`src/rtl/timer_pkg.sv`:
```
`default_nettype none
// ============================================================================
// Module      : timer_pkg
// Description : Shared types and default widths for the timer and its
//               capture stimulus generator.
// Revision    : 1.0
// ============================================================================
package timer_pkg;

  localparam int c_pulse_w_def = 2;
  localparam int c_cnt_w_def   = 32;

  typedef enum logic [2:0] {
    ST_IDLE = 3'd0,
    ST_CLR  = 3'd1,
    ST_ARM  = 3'd2,
    ST_WAIT = 3'd3,
    ST_CAP  = 3'd4,
    ST_DONE = 3'd5
  } state_t;

endpackage : timer_pkg
`default_nettype wire

```
`src/rtl/interval_counter.sv`:
```
`default_nettype none
// ============================================================================
// Module      : interval_counter
// Description : Loadable down-counter that parks at zero; o_tc flags zero.
// Revision    : 1.0
// ============================================================================
module interval_counter #(
  parameter int CNT_W = 32
) (
  input  logic             clk,
  input  logic             rst,
  input  logic             i_load,
  input  logic [CNT_W-1:0] i_load_val,
  output logic             o_tc
);

  logic [CNT_W-1:0] r_count;

  always_ff @(posedge clk) begin
    if (rst) begin
      r_count <= '0;
    end else if (i_load) begin
      r_count <= i_load_val;
    end else if (r_count != '0) begin
      r_count <= r_count - CNT_W'(1);
    end
  end

  assign o_tc = (r_count == '0);

endmodule : interval_counter
`default_nettype wire

```
`src/rtl/capture_stimulus_gen.sv`:
```
`default_nettype none
// ============================================================================
// Module      : capture_stimulus_gen
// Description : Emits rst_capture / start / N capture pulses with exact,
//               programmed rising-edge spacing for driving a timer.
// Revision    : 1.0
// ============================================================================
module capture_stimulus_gen
  import timer_pkg::*;
#(
  parameter int PULSE_W = c_pulse_w_def,
  parameter int CNT_W   = c_cnt_w_def
) (
  input  logic             clk_in,
  input  logic             rst_in,
  input  logic             go_in,
  input  logic             abort_in,
  input  logic [CNT_W-1:0] interval_in,
  input  logic [7:0]       repeat_in,
  output logic             rst_capture_out,
  output logic             start_out,
  output logic             capture_out,
  output logic             busy_out,
  output logic             done_out
);

  localparam logic [CNT_W-1:0] c_pw       = CNT_W'(PULSE_W);
  localparam logic [CNT_W-1:0] c_pw_m1    = CNT_W'(PULSE_W - 1);
  localparam logic [CNT_W-1:0] c_min_ival = CNT_W'(PULSE_W + 1);

  state_t           r_state;
  logic [CNT_W-1:0] r_wait_ld;
  logic [7:0]       r_remain;
  logic             r_rst_cap;
  logic             r_start;
  logic             r_cap;
  logic             r_busy;
  logic             r_done;

  logic             w_go;
  logic [CNT_W-1:0] w_ival;
  logic             w_load;
  logic [CNT_W-1:0] w_load_val;
  logic             w_tc;
  logic             w_cnt_clr;

  assign w_go      = go_in & ~abort_in;
  assign w_ival    = (interval_in < c_min_ival) ? c_min_ival : interval_in;
  assign w_cnt_clr = rst_in | abort_in;

  // Counter holds (cycles remaining in state - 1); it is reloaded on every
  // state change so one instance times both pulse widths and gaps.
  always_comb begin
    w_load     = 1'b0;
    w_load_val = '0;
    case (r_state)
      ST_IDLE: begin
        w_load     = w_go;
        w_load_val = c_pw_m1;
      end
      ST_CLR: begin
        w_load     = w_tc;
        w_load_val = c_pw_m1;
      end
      ST_ARM: begin
        w_load     = w_tc && (r_remain != 8'd0);
        w_load_val = r_wait_ld;
      end
      ST_WAIT: begin
        w_load     = w_tc;
        w_load_val = c_pw_m1;
      end
      ST_CAP: begin
        w_load     = w_tc && (r_remain > 8'd1);
        w_load_val = r_wait_ld;
      end
      default: begin
        w_load     = 1'b0;
        w_load_val = '0;
      end
    endcase
  end

  interval_counter #(
    .CNT_W (CNT_W)
  ) u_interval_counter (
    .clk        (clk_in),
    .rst        (w_cnt_clr),
    .i_load     (w_load),
    .i_load_val (w_load_val),
    .o_tc       (w_tc)
  );

  always_ff @(posedge clk_in) begin
    if (rst_in || abort_in) begin
      r_state   <= ST_IDLE;
      r_wait_ld <= '0;
      r_remain  <= '0;
      r_rst_cap <= 1'b0;
      r_start   <= 1'b0;
      r_cap     <= 1'b0;
      r_busy    <= 1'b0;
      r_done    <= 1'b0;
    end else begin
      case (r_state)
        ST_IDLE: begin
          if (w_go) begin
            // WAIT lasts I-P cycles, so the counter is loaded with I-P-1.
            r_wait_ld <= w_ival - c_pw - CNT_W'(1);
            r_remain  <= repeat_in;
            r_rst_cap <= 1'b1;
            r_busy    <= 1'b1;
            r_state   <= ST_CLR;
          end
        end
        ST_CLR: begin
          if (w_tc) begin
            r_rst_cap <= 1'b0;
            r_start   <= 1'b1;
            r_state   <= ST_ARM;
          end
        end
        ST_ARM: begin
          if (w_tc) begin
            r_start <= 1'b0;
            if (r_remain != 8'd0) begin
              r_state <= ST_WAIT;
            end else begin
              r_busy  <= 1'b0;
              r_done  <= 1'b1;
              r_state <= ST_DONE;
            end
          end
        end
        ST_WAIT: begin
          if (w_tc) begin
            r_cap   <= 1'b1;
            r_state <= ST_CAP;
          end
        end
        ST_CAP: begin
          if (w_tc) begin
            r_cap    <= 1'b0;
            r_remain <= r_remain - 8'd1;
            if (r_remain > 8'd1) begin
              r_state <= ST_WAIT;
            end else begin
              r_busy  <= 1'b0;
              r_done  <= 1'b1;
              r_state <= ST_DONE;
            end
          end
        end
        ST_DONE: begin
          r_done  <= 1'b0;
          r_state <= ST_IDLE;
        end
        default: begin
          r_state <= ST_IDLE;
        end
      endcase
    end
  end

  assign rst_capture_out = r_rst_cap;
  assign start_out       = r_start;
  assign capture_out     = r_cap;
  assign busy_out        = r_busy;
  assign done_out        = r_done;

endmodule : capture_stimulus_gen
`default_nettype wire

```
`config.mk`:
```
export PLATFORM = sky130hd
export DESIGN_NAME = capture_stimulus_gen
export DESIGN_NICKNAME = d
export VERILOG_FILES = /design/src/rtl/timer_pkg.sv /design/src/rtl/interval_counter.sv /design/src/rtl/capture_stimulus_gen.sv
export SDC_FILE = /design/constraint.sdc
export NUM_CORES = 1
export LEC_CHECK = 0
export CORE_MARGIN = 2
export CORE_UTILIZATION = 40
export DETAILED_ROUTE_END_ITERATION = 10
export PLACE_DENSITY = 0.67
export SKIP_CTS_REPAIR_TIMING = 1
export SYNTH_ARGS = -nofsm -noshare
export SYNTH_HDL_FRONTEND = slang
export SYNTH_SLANG_ARGS = --single-unit
```
`constraint.sdc`:
```
create_clock -name clk_in -period 4.83 [get_ports clk_in]
set_clock_uncertainty 0.2 [all_clocks]
set_input_delay 0.483 -clock clk_in [delete_from_list [all_inputs] [get_ports clk_in]]
set_output_delay 0.483 -clock clk_in [all_outputs]
set_load 0.02 [all_outputs]
```
==> results of run 1 <==
## critical path: cells and delay by family
kind	cells	cell delay, ns
xor+xnor	1	0.16
buf+inv	1	0.58
fa+ha+maj	1	0.25
compound gates	1	0.08
simple gates	8	2.12
## cell usage in the layout, fill, tap and decap left out, types with 7 or more instances in the layout
cell / count
dfxtp_1: 80
nor2_1: 54
a21oi_1: 51
clkdlybuf4s50_1: 48
o21ai_0: 39
nand3_1: 36
xnor2_1: 31
nor3_1: 28
nand2_1: 26
xor2_1: 17
nor4_1: 15
a211oi_1: 9
clkbuf_16: 9
o31ai_1: 8
or4_1: 7
inv_1: 7
## registers in the layout, indices dropped and copies added (netlist names)
name / flops
r_state: 3
start_out: 1
capture_out: 1
r_wait_ld: 32
u_interval_counter.r_count: 32
done_out: 1
r_remain: 8
busy_out: 1
rst_capture_out: 1
## stage by stage
step	util, %	total power (uW)
final	48.35	3483
after global routing	48.35	3754
after CTS	48.35	3486
after detailed placement	45.53	2734
after global placement	45.53	2711
after floorplan	-	2392
## path summary, 6_finish.rpt
kind	to	from	depth (start not counted)	slack (ns)
worst max register to register	u_interval_counter.r_count[30]$_SDFFE_PP0P_	r_remain[4]$_SDFFE_PP0P_	6	1.92
worst min-delay path	r_wait_ld[1]$_SDFFE_PP0P_	r_wait_ld[1]$_SDFFE_PP0P_	2	0.26
worst min register to register	r_wait_ld[1]$_SDFFE_PP0P_	r_wait_ld[1]$_SDFFE_PP0P_	2	0.26
worst max-delay path	r_wait_ld[26]$_SDFFE_PP0P_	interval_in[23]	12	1.14
## logic make-up (layout without fill, tap and decap cells)
group	Yosys count	after routing
AO/OA/AOI/OAI	158	158
XOR/XNOR	48	48
adder cells (fa/ha/maj)	5	5
buffers and inverters	43	75
flip-flops	80	80
multiplexers	2	2
AND/OR/NAND/NOR	223	223
## area by class of cell
class	count	area (sq um)
repair buffers	53	518.0
multi-input cells	436	2808
flip-flops and latches	80	1602
well taps	143	178.9
clock inverters	6	92.59
fillers	1099	5822
inverters	7	26.28
clock buffers	9	225.2
## report_power, final
group / total (uW) / leakage (uW) / switching (uW) / internal, uW
clock network: 738 / 0.000149 / 285 / 454
logic: 1840 / 0.00107 / 1060 / 771
registers: 909 / 0.000650 / 137 / 772
## metal layers
layer / routed length [microns] / share of wire (%)
met5: 0 / 0
met4: 159 / 1.4
met3: 553 / 4.8
met2: 5139 / 45
met1: 5666 / 49
==> results.json, run 1 <==
{
  "outcome": "finished clean",
  "dr.pass1.iters": 5,
  "overflow": 0,
  "post_dp_cell_area_sq_um": 5132,
  "critPathSlowestCell": "clkdlybuf4s50_1",
  "ant_nets": 0,
  "maxCapViolCount": 0,
  "avgRoutedWirePerCell_microns": 15.69,
  "syn_area_sq_um": 4577,
  "cts_tree": "yes",
  "cts_buffer_depth": 2,
  "synth.most_common_cell": "dfxtp_1",
  "vias_per_cell": 5.808,
  "tightest_slew_ns": 1.068,
  "grt_use_met2_pct": 30.10,
  "seq_area_frac_synth_pct": 34.99,
  "yosys-top-cells-area": "dfxtp_1, xnor2_1, a21oi_1",
  "hold_class": "reg2reg",
  "synth_top_family_by_area": "simple AND/OR/NAND/NOR gates",
  "synth-simple-area-share_pct": 28.05,
  "synth_edf_count": 0,
  "drt_iter0_drc": 360,
  "power.leakage_uw": 0.001872,
  "crit_required_ns": 4.82,
  "use_met1_pct": 26.10,
  "setup_tns_ns": 0,
  "powerDensity_nw_per_um2": 639.1,
  "cts_made_buffers": 9,
  "synth_top_area_share_pct": 34.99,
  "fin_ws_ns": 1.142,
  "dpl.hpwl_microns": 8002,
  "worstSkewPairLatency_ns": 0.34,
  "fp.dieW_microns": 111.0,
  "fin_area_sq_um": 5450,
  "syn_nets": 608,
  "worstPathMaxFanout": 6,
  "synthXorXnorAreaFrac_pct": 9.185,
  "grt_antenna_before_repair": 0,
  "gp_congestion": 0.8530,
  "routed_wirelength_microns": 11520,
  "crit_chain": "clkdlybuf4s50_1 > or4_1 > nand2b_1 > nor4b_2 > or2_2 > ha_1 > or4_1 > nor2_2 > nand3_1 > nor4_1 > xnor2_1 > a21oi_1",
  "yosys-mux-area-fraction_pct": 0.4647,
  "io_buffers": 48,
  "end_kind": "flop",
  "dieHeight_microns": 111.0,
  "dp.cells": 719,
  "dp_slack_ns": 0.8129,
  "ys_warn_count": 0,
  "syn_to_final_growth_pct": 19.08,
  "finalCriticalPeriod_ns": 3.688,
  "met3_usage_pct": 3.390,
  "cp-start-kind": "input port",
  "hold_viol_final": 0,
  "peakVddDrop_mv": 0.3735,
  "maxClockFrequency_mhz": 271.1,
  "layout.nets": 636,
  "yosys.area.top_type": "dfxtp_1",
  "finalCritPeriodShare_pct": 76.36,
  "die_area_sq_um": 12310,
  "grt_usage_pct": 18.86,
  "drive_above_1_share_pct": 8.460,
  "synthCells": 559,
  "instances_no_fill": 734,
  "ys_ff_latch": 80,
  "drc": 0,
  "vias": 4263,
  "synth_commonest_cells": "dfxtp_1, nor2_1, a21oi_1",
  "rsz0062_at_grt": "no",
  "ios": 49,
  "num_rows": 39,
  "h-tree-depth": 3,
  "clkSinkCount": 80,
  "synth_ff_type": "dfxtp_1",
  "coreArea_sq_um": 11270,
  "root_buffer": "clkbuf_16",
  "start_util_pct": 40.60,
  "num_antenna_cells": 0,
  "cp_data_arrival_time_ns": 3.68,
  "whs_ns": 0.2640,
  "slew_headroom_pct": 28.83,
  "slowest_delay_ns": 0.58,
  "grt_max_degree": 65,
  "slew_violations": 0,
  "synth_cell_types": 68,
  "async_flop_share_pct": 0,
  "critPathMostFrequentCell": "or4_1",
  "synth_compound_area_share_pct": 22.03,
  "grt_pass1_wl_microns": 19310,
  "setup_viol": 0,
  "grt_pass1_vias": 3946,
  "path_clk_slew_ns": 0.06,
  "path_class": "in2reg",
  "synth_adder_area_share_pct": 1.367,
  "grt.busiest_layer": "met2",
  "avgSynthCellArea_sq_um": 8.188
}
Power figures use the tool's default switching activity.
==> inputs of run 2 (changes only) <==
clock period = 3.7 ns   (was 4.83 ns; I/O delays follow)
==> results.json, run 2 (same netlist as run 1, synthesis figures left out) <==
{
  "fin_ws_ns": 0.3281,
  "path_delay_family": "simple AND/OR/NAND/NOR gates",
  "sw_frac_of_total_pct": 42.73,
  "grt_usage_pct": 19.30,
  "tightest_slew_ns": 0.8739,
  "maxClockFrequency_mhz": 296.6,
  "dp.cells": 732,
  "grt_max_degree": 63,
  "dpl.hpwl_microns": 8110,
  "slew_violations": 0,
  "h-tree-depth": 3,
  "dieHeight_microns": 111.0,
  "start_util_pct": 40.60,
  "p_clk_share_pct": 21.3,
  "overflow": 0,
  "cp-start-kind": "input port",
  "num_antenna_cells": 0,
  "drt_iter0_drc": 314,
  "syn_to_final_growth_pct": 21.54,
  "multi_input_area_sq_um": 2813,
  "hold_viol_final": 0,
  "instances_no_fill": 748,
  "ant_nets": 0,
  "vias_per_cell": 5.877,
  "grt_antenna_before_repair": 0,
  "worstPathMaxFanout": 5,
  "finalCriticalPeriod_ns": 3.372,
  "rsz0062_at_grt": "no",
  "clkSinkCount": 80,
  "hold_class": "reg2reg",
  "drc": 0,
  "layout.nets": 649,
  "reg.largest.list": "r_wait_ld: 32 flops, u_interval_counter.r_count: 32 flops, r_remain: 8 flops",
  "slowest_delay_ns": 0.59,
  "power.leakage_uw": 0.001940,
  "p_int_uw": 2618,
  "path_clk_slew_ns": 0.06,
  "final_util_pct": 49.35,
  "dr.pass1.iters": 5,
  "vias": 4396,
  "fin_area_sq_um": 5563,
  "peakVddDrop_mv": 0.4307,
  "crit_chain": "clkdlybuf4s50_1 > or4_4 > nor4_4 > nor4b_2 > or2_2 > ha_1 > or4_1 > nor2_2 > nand2_1 > nor3b_1 > xnor2_1 > a211oi_1",
  "ios": 49,
  "die_area_sq_um": 12310,
  "cts_made_buffers": 9,
  "slew_headroom_pct": 41.74,
  "routed_wirelength_microns": 11700,
  "maxCapViolCount": 0,
  "path_buf_inv": 1,
  "outcome": "finished clean",
  "avgRoutedWirePerCell_microns": 15.64,
  "dp_slack_ns": -0.03536,
  "n_fill_cell": 1074,
  "path_class": "in2reg",
  "coreArea_sq_um": 11270,
  "grt_pass1_wl_microns": 19720,
  "mostFrequentLayoutCells": "dfxtp_1, nor2_1, a21oi_1, clkdlybuf4s50_1, o21ai_0",
  "powerDensity_nw_per_um2": 821.7,
  "p_switching_uw": 1953,
  "grt_pass1_vias": 3996,
  "drive_above_1_share_pct": 10.58,
  "p_comb_share_pct": 52.7,
  "gp_congestion": 0.8841,
  "setup_viol": 0,
  "final_common_cell": "dfxtp_1",
  "root_buffer": "clkbuf_16",
  "num_rows": 39,
  "end_kind": "flop",
  "regArea_sq_um": 1602,
  "post_dp_cell_area_sq_um": 5235,
  "critPathSlowestCell": "or4_4",
  "crit_required_ns": 3.76,
  "cp_data_arrival_time_ns": 3.43,
  "io_buffers": 48,
  "cts_tree": "yes",
  "worstSkewPairLatency_ns": 0.34,
  "finalCritPeriodShare_pct": 91.13,
  "p_seq_share_pct": 26.0,
  "cts_buffer_depth": 2,
  "fp.dieW_microns": 111.0
}
[run 2: cell count changes in the layout (fill, tap and decap cells not counted)]
cell | before | now
buf_4 | 5 | 18
nor2_2 | 2 | 1
nor2_4 | 0 | 1
clkinvlp_4 | 2 | 1
clkinv_4 | 0 | 2
[run 2: area by class of cell]
type	instances	share of cell area (%)
Multi-Input combinational cell	436	50.56
Sequential cell	80	28.79
Timing Repair Buffer	66	11.07
Clock buffer	9	4.049
Tap cell	143	3.216
Clock inverter	7	1.844
Inverter	7	0.4723
[run 2: tightest hold or removal path: cells and delay by family, from the launching register on]
kind	cells	cell delay [ns]
flops	1	0.31
compound gates	1	0.05
simple gates	1	0.05
[run 2: per-layer routing]
layer / share of wire, % / track usage [%] / vias up
li1: - / - / 2163
met1: 48 / 26.78 / 2100
met2: 46 / 30.14 / 123
met3: 5.3 / 4.046 / 10
met4: 1.2 / 6.000 / 0
met5: 0 / 0 / -
[run 2: power groups by stage]
stage / logic (uW) / clock network, uW / registers, uW
after floorplan: 1960 / 0 / 1160
after detailed placement: 2380 / 0 / 1200
final: 2410 / 973 / 1190
after CTS: 2410 / 990 / 1190
after global routing: 2690 / 1030 / 1210
after global placement: 2350 / 0 / 1200
[run 2: stage by stage]
stage	hold WS [ns]	power, uW	setup TNS (ns)
6_report	0.2532	4571	0
5_1_grt	0.2919	4937	0
4_1_cts	0.2574	4585	0
3_5_place_dp	0.2476	3587	-0.03536
3_3_place_gp	0.2474	3542	0
2_1_floorplan	0.2304	3123	0
[run 2: path summary, 6_finish.rpt]
check / from / to / slack [ns] / cells past startpoint
max reg2reg: r_remain[4]$_SDFFE_PP0P_ / u_interval_counter.r_count[1]$_SDFFE_PP0P_ / 0.89 / 6
max: interval_in[11] / r_wait_ld[20]$_SDFFE_PP0P_ / 0.33 / 12
min reg2reg: r_wait_ld[2]$_SDFFE_PP0P_ / r_wait_ld[2]$_SDFFE_PP0P_ / 0.25 / 2
min: r_wait_ld[2]$_SDFFE_PP0P_ / r_wait_ld[2]$_SDFFE_PP0P_ / 0.25 / 2
==> inputs of run 3 (changes only) <==
SKIP_CTS_REPAIR_TIMING = not set   (was 1)
==> results of run 3 <==
Final layout, timing and power as in run 2 (identical DEF).
